$ cat src/rtl/arb_mux.sv
`default_nettype none
// arb_mux: N-way request arbiter (round-robin or fixed priority) feeding a
// one-entry registered output slot with valid/ready handshake on both sides.
module arb_mux #(
    parameter int N         = 5,
    parameter int W         = 1,
    parameter int FIXED_PRI = 0
) (
    input  logic                 clk,
    input  logic                 reset_n,
    input  logic [N-1:0]         in_valid,
    input  logic [N*W-1:0]       in_data,
    output logic [N-1:0]         in_ready,
    output logic                 out_valid,
    output logic [W-1:0]         out_data,
    output logic [$clog2(N)-1:0] out_ch,
    input  logic                 out_ready
);
    localparam int CW = $clog2(N);

    logic [CW-1:0] lptr;
    logic [CW-1:0] grant_ch;
    logic [CW-1:0] scan_idx;
    logic          found;
    logic          slot_free;
    logic          grant;
    logic [W-1:0]  sel_data;

    assign slot_free = !out_valid || out_ready;
    // Reset gate keeps in_ready low while reset_n is held, even though the
    // cleared output slot would otherwise look free.
    assign grant     = slot_free && found && reset_n;

    always_comb begin
        grant_ch = '0;
        found    = 1'b0;
        scan_idx = lptr;
        if (FIXED_PRI != 0) begin
            for (int i = N - 1; i >= 0; i--) begin
                if (in_valid[i]) begin
                    grant_ch = CW'(i);
                    found    = 1'b1;
                end
            end
        end else begin
            // Walk lptr+1, lptr+2, ... with explicit wrap at N-1.
            for (int k = 0; k < N; k++) begin
                scan_idx = (scan_idx == CW'(N - 1)) ? '0 : scan_idx + CW'(1);
                if (!found && in_valid[scan_idx]) begin
                    grant_ch = scan_idx;
                    found    = 1'b1;
                end
            end
        end
    end

    always_comb begin
        sel_data = '0;
        for (int i = 0; i < N; i++) begin
            if (grant_ch == CW'(i)) begin
                sel_data = in_data[i*W +: W];
            end
        end
    end

    always_comb begin
        in_ready = '0;
        if (grant) begin
            in_ready = {{(N-1){1'b0}}, 1'b1} << grant_ch;
        end
    end

    always_ff @(posedge clk or negedge reset_n) begin
        if (!reset_n) begin
            out_valid <= 1'b0;
            out_data  <= '0;
            out_ch    <= '0;
            lptr      <= CW'(N - 1);
        end else if (grant) begin
            out_valid <= 1'b1;
            out_data  <= sel_data;
            out_ch    <= grant_ch;
            lptr      <= grant_ch;
        end else if (out_ready) begin
            out_valid <= 1'b0;
        end
    end

endmodule
`default_nettype wire

$ cat config.mk
export PLATFORM = sky130hd
export DESIGN_NAME = arb_mux
export DESIGN_NICKNAME = d
export VERILOG_FILES = /design/src/rtl/arb_mux.sv
export SDC_FILE = /design/constraint.sdc
export NUM_CORES = 1
export LEC_CHECK = 0
export ABC_AREA = 1
export CAP_MARGIN = 20
export CORE_ASPECT_RATIO = 1.1
export CORE_MARGIN = 5
export CORE_UTILIZATION = 52
export CTS_CLUSTER_SIZE = 25
export DETAILED_ROUTE_END_ITERATION = 12
export DONT_BUFFER_PORTS = 1
export PLACE_DENSITY = 0.72
export SETUP_SLACK_MARGIN = 0.05
export SYNTH_ARGS = -nofsm -noshare
export SYNTH_HDL_FRONTEND = slang
export SYNTH_SLANG_ARGS = --single-unit
$ cat constraint.sdc
create_clock -name clk -period 3.2 [get_ports clk]
set_input_delay 0.48 -clock clk [delete_from_list [all_inputs] [get_ports clk]]
set_output_delay 0.48 -clock clk [all_outputs]
set_load 0.05 [all_outputs]
-- Word level (Yosys, flattened, before mapping)
Cells that the tools add are included.
- flip-flop bits (word level): 8
- input port bits: 13
- logic and storage cells: 71
- $add $sub $neg: 5
- $lt $le $gt $ge: 5
- equality and inequality tests: 9
- shift-type cells: 1
- mux-type cells: 33
- reductions and logical operators: 14
- operator list (cell ; number):
    2-to-1 mux 3 bit ; 10
    < comparator 3 x 4 -> 1 bit (second input constant) ; 5
    == test 3 bit (second input constant) ; 6
    2-to-1 mux 1 bit ; 17
    adder 3 x 1 -> 3 bit (second input constant) ; 5
    binary-select mux 1 bit (select 3 bit) ; 5
    == test 3 x 2 -> 1 bit (second input constant) ; 2
    logical AND 1 bit ; 6
    zero test 1 bit ; 5
    2-to-1 mux 5 bit ; 1
    << shifter 1 x 3 -> 5 bit (first input constant) ; 1
    == test 3 x 1 -> 1 bit (second input constant) ; 1
    zero test 3 bit ; 1
    nonzero test 2 bit ; 1
    logical OR 1 bit ; 1

-- Depth between registers and ports, before layout
- depth after elaboration: 23
- mapped depth: 26

-- Least setup slack after synthesis
OpenSTA, ideal clock, no wires.
- kind: register -> output
- from: register out_ch[0] (netlist name)
- to: output port in_ready[0]
- data arrival time: 3677 ps
- data required time: 2720 ps
- slack: -957 ps
- cell stages (with the launch flop): 15
- cells stage by stage: dfrtp_1 inv_2 ha_1 inv_1 nor2_2 inv_1 nand2_1 mux2_2 inv_1 nand2_1 nand3_2 nand2_2 nand3_1 nand2_2 nor4_1
- RTL lines (element ; line ; source):
    to (decl) ; 13 ; output logic [N-1:0] in_ready,

==> results by group <==
Status
  – Outcome: finished, violations left
  – Failing checks: setup timing

Placed design
  – Routability cong.: 0.961
  – Worst slack, placed: -66.0 ps
  – HPWL after DPL: 2.75 mm
  – Port Buffers: 0

Timing
  – RSZ-0062 raised after global routing: yes
  – Fin worst setup slack: -331 ps
  – Post-route minimum period: 3530 ps
  – Max-slew violation count: 0
  – Slew @ Worst Pin: between 400 and 500 ps
  – Max-Slew Margin vs Limit: 68.0%
  – # setup viols final: 5
  – Period utilisation layout: 110%
  – Max Freq: 283 MHz
  – Clock Skew: approximately 5.9 ps
  – Hold Fails Final Rpt: 0

Floorplan
  – Cell Rows: 18
  – # IOs: 23
  – Die area: about 3500 sq um
  – Initial Util: between 50% and 60%
  – Die X: between 50 and 60 microns
  – Die Span Y: approximately 62 microns
  – Area of the core: 2300 sq um

Clock network
  – Worst skew pair latency: 250 ps
  – Clock slew at reported path FFs: 50 ps
  – CTS tree: yes
  – H-tree Lvls: 1
  – CTS Buffer Depth: 2
  – TritonCTS Buffers: 3
  – CTS root buffer: clkbuf_4
  – Num Clock Sinks: 6

Synthesis
  – Synth top area share: 13.9%
  – Synth Instances: 197
  – Distinct cell type count after synthesis: 30
  – Syn Nets: 214
  – Yosys warning count: 0
  – Syn Area/Cell: 6.44 sq um
  – Main area contributors after synthesis: nand2_1 14%, nand2_4 11%, nand3_1 10%
  – Ys async rst share: 100%
  – Sequential share of the synthesized area: about an eighth
  – Primary FF master, synth: dfrtp_1
  – Post-synth top area cell: nand2_1
  – Top-count cell post-synth: nand2_1
  – Mapped cell area: 1270 sq um
  – FF+latch count, synth: 6
  – Number of enable flip-flop cells after synthesis: 0
  – Post-synth top cells: 47 x nand2_1, 28 x inv_1, 26 x nand3_1

GRT
  – Antenna violations before repair: 0
  – First-pass GRT wire length: 7.69 mm
  – Vias in the first global route: 1643
  – Largest net degree at the start of global routing: 9
  – Total GRT Usage: 27.9%
  – Global route total overflow: 0

Critical path
  – R2r endpoint: out_data
  – Crit path largest cell delay: 410 ps
  – Reg2reg setup slack: 190 ps
  – CP Cell Sequence: inv_2 -> ha_4 -> nand2_8 -> nand3_2 -> nand2_2 -> nand2_2 -> buf_12 -> buf_4 -> nand2_1 -> nand3_2 -> nand2_1 -> nand2_1 -> o21ai_0 -> nor2_1 -> nand2_1 -> inv_1 -> nand2_2 -> buf_6 -> nand2_2 -> inv_2 -> buf_12
  – Worst EP arrival: between 3000 and 4000 ps
  – Reg2Reg Depth: 25
  – Crit path launch: out_ch[0]
  – Max Fanout on Critical Path: 4
  – Critical Path End: in_ready[4]
  – Worst path required time: 2720 ps
  – Slowest CP cell: dfrtp_1
  – Worst setup EP type: output port
  – Crit path launch type: register
  – Worst r2r src: out_ch[0]
  – WS Path Type: reg2out

Route
  – Routed WL: 5.25 mm
  – DR vias: 1628
  – WL/cell: approximately 19 microns
  – Drt first pass iters: 4
  – Drc violations: 0
  – Post-route ant nets: 0
  – Vias/cell: approximately 6
  – Detailed Route Iter0 Violations: roughly 110

Cells and area
  – FILL cells: 101
  – Share of cells above drive strength 1: ~57%
  – Final #Nets: 260
  – Area growth syn-to-layout: 63.5%
  – N_diodes: 0

Run
  – Maxcap violations: 0

Hold path
  – Min-delay worst type: in2async
worst max-delay path: cells and delay by family, from the launching register on:
family,cells,cell delay (ps)
adders and majority gates,1,190
AOI/OAI and AO/OA,1,250
and+or+nand+nor,12,1200
DFF,1,410
buffers and inverters,7,750
repair_timing:
item                       in CTS  in global routing
buffers inserted               23                  6
pin swaps                      33                 25
gates resized for setup        48                 20
hold buffers                    1                  0
setup endpoints to repair       5                  6
hold endpoints to repair        5                  0
metrics by stage:
step                cell area, sq um  TNS [ps]  util [%]  hold slack (ps)  std cells
detailed placement              1500      -216      65.3              185        238
global route                    2070     -1940      90.3             69.8        272
finish                          2070     -1360      90.3             79.3        272
floorplan                       1320         0         -              184        197
global placement                1500         0      65.3              185        238
CTS                             1970      -670      85.8             63.5        266
per-layer routing:
| metal | vias to the layer above | wire [microns] | track usage [%] |
|---|---|---|---|
| met3 | 35 | 353 | 4.13 |
| met4 | 0 | 337 | 12.3 |
| met1 | 757 | 1890 | 29.7 |
| met2 | 112 | 2670 | 55.1 |
| met5 | - | 0 | 0 |
| li1 | 724 | - | - |
cell families after synthesis:
family                   share of synthesized area [%]
buffers and inverters                             12.2
adder cells (fa/ha/maj)                           3.94
flip-flops                                        11.9
AND/OR/NAND/NOR                                   65.5
AO/OA/AOI/OAI                                     5.52
multiplexers                                     0.888
final cells by class:
type	instances	area [sq um]	share of cell area (%)
multi-input cells	152	1260	60.9
well taps	30	37.5	1.81
flip-flops and latches	6	153	7.36
repair buffers	43	437	21.0
clock buffers	4	26.3	1.27
inverters	37	159	7.66
flip-flops by register name (all words and copies together), names as in the netlist:
register / count
lptr: 1
out_ch: 3
out_data: 1
out_valid: 1
cells in the final DEF, fill, tap and decap left out, types with 2 or more instances in the layout:
master	synthesis	layout
nand2_1	47	36
buf_4	2	31
inv_1	28	20
nand3_1	26	17
nand2_4	12	16
nand3_2	11	15
nand2_2	11	13
inv_2	8	12
buf_12	0	8
nand2_8	1	6
nor2_1	9	6
nand3_4	1	6
nor2_4	2	5
o21ai_0	6	5
nand4_1	4	4
dfrtp_1	5	4
inv_4	0	3
nand3b_1	3	3
nor2_2	3	3
clkbuf_4	0	3
buf_6	0	3
a21oi_1	3	2
ha_4	0	2
worst min-delay path by stage:
stage	depth (start not counted)	endpoint	startpoint
detailed placement	0	out_ch[2]	reset_n
global route	0	lptr[2]	reset_n
floorplan	0	out_ch[0]	reset_n
global placement	0	out_ch[2]	reset_n
finish	0	lptr[2]	reset_n
CTS	0	lptr[2]	reset_n
Power is not shown: default switching activity piles up to over one toggle a cycle in this logic, so the estimate is an artifact.
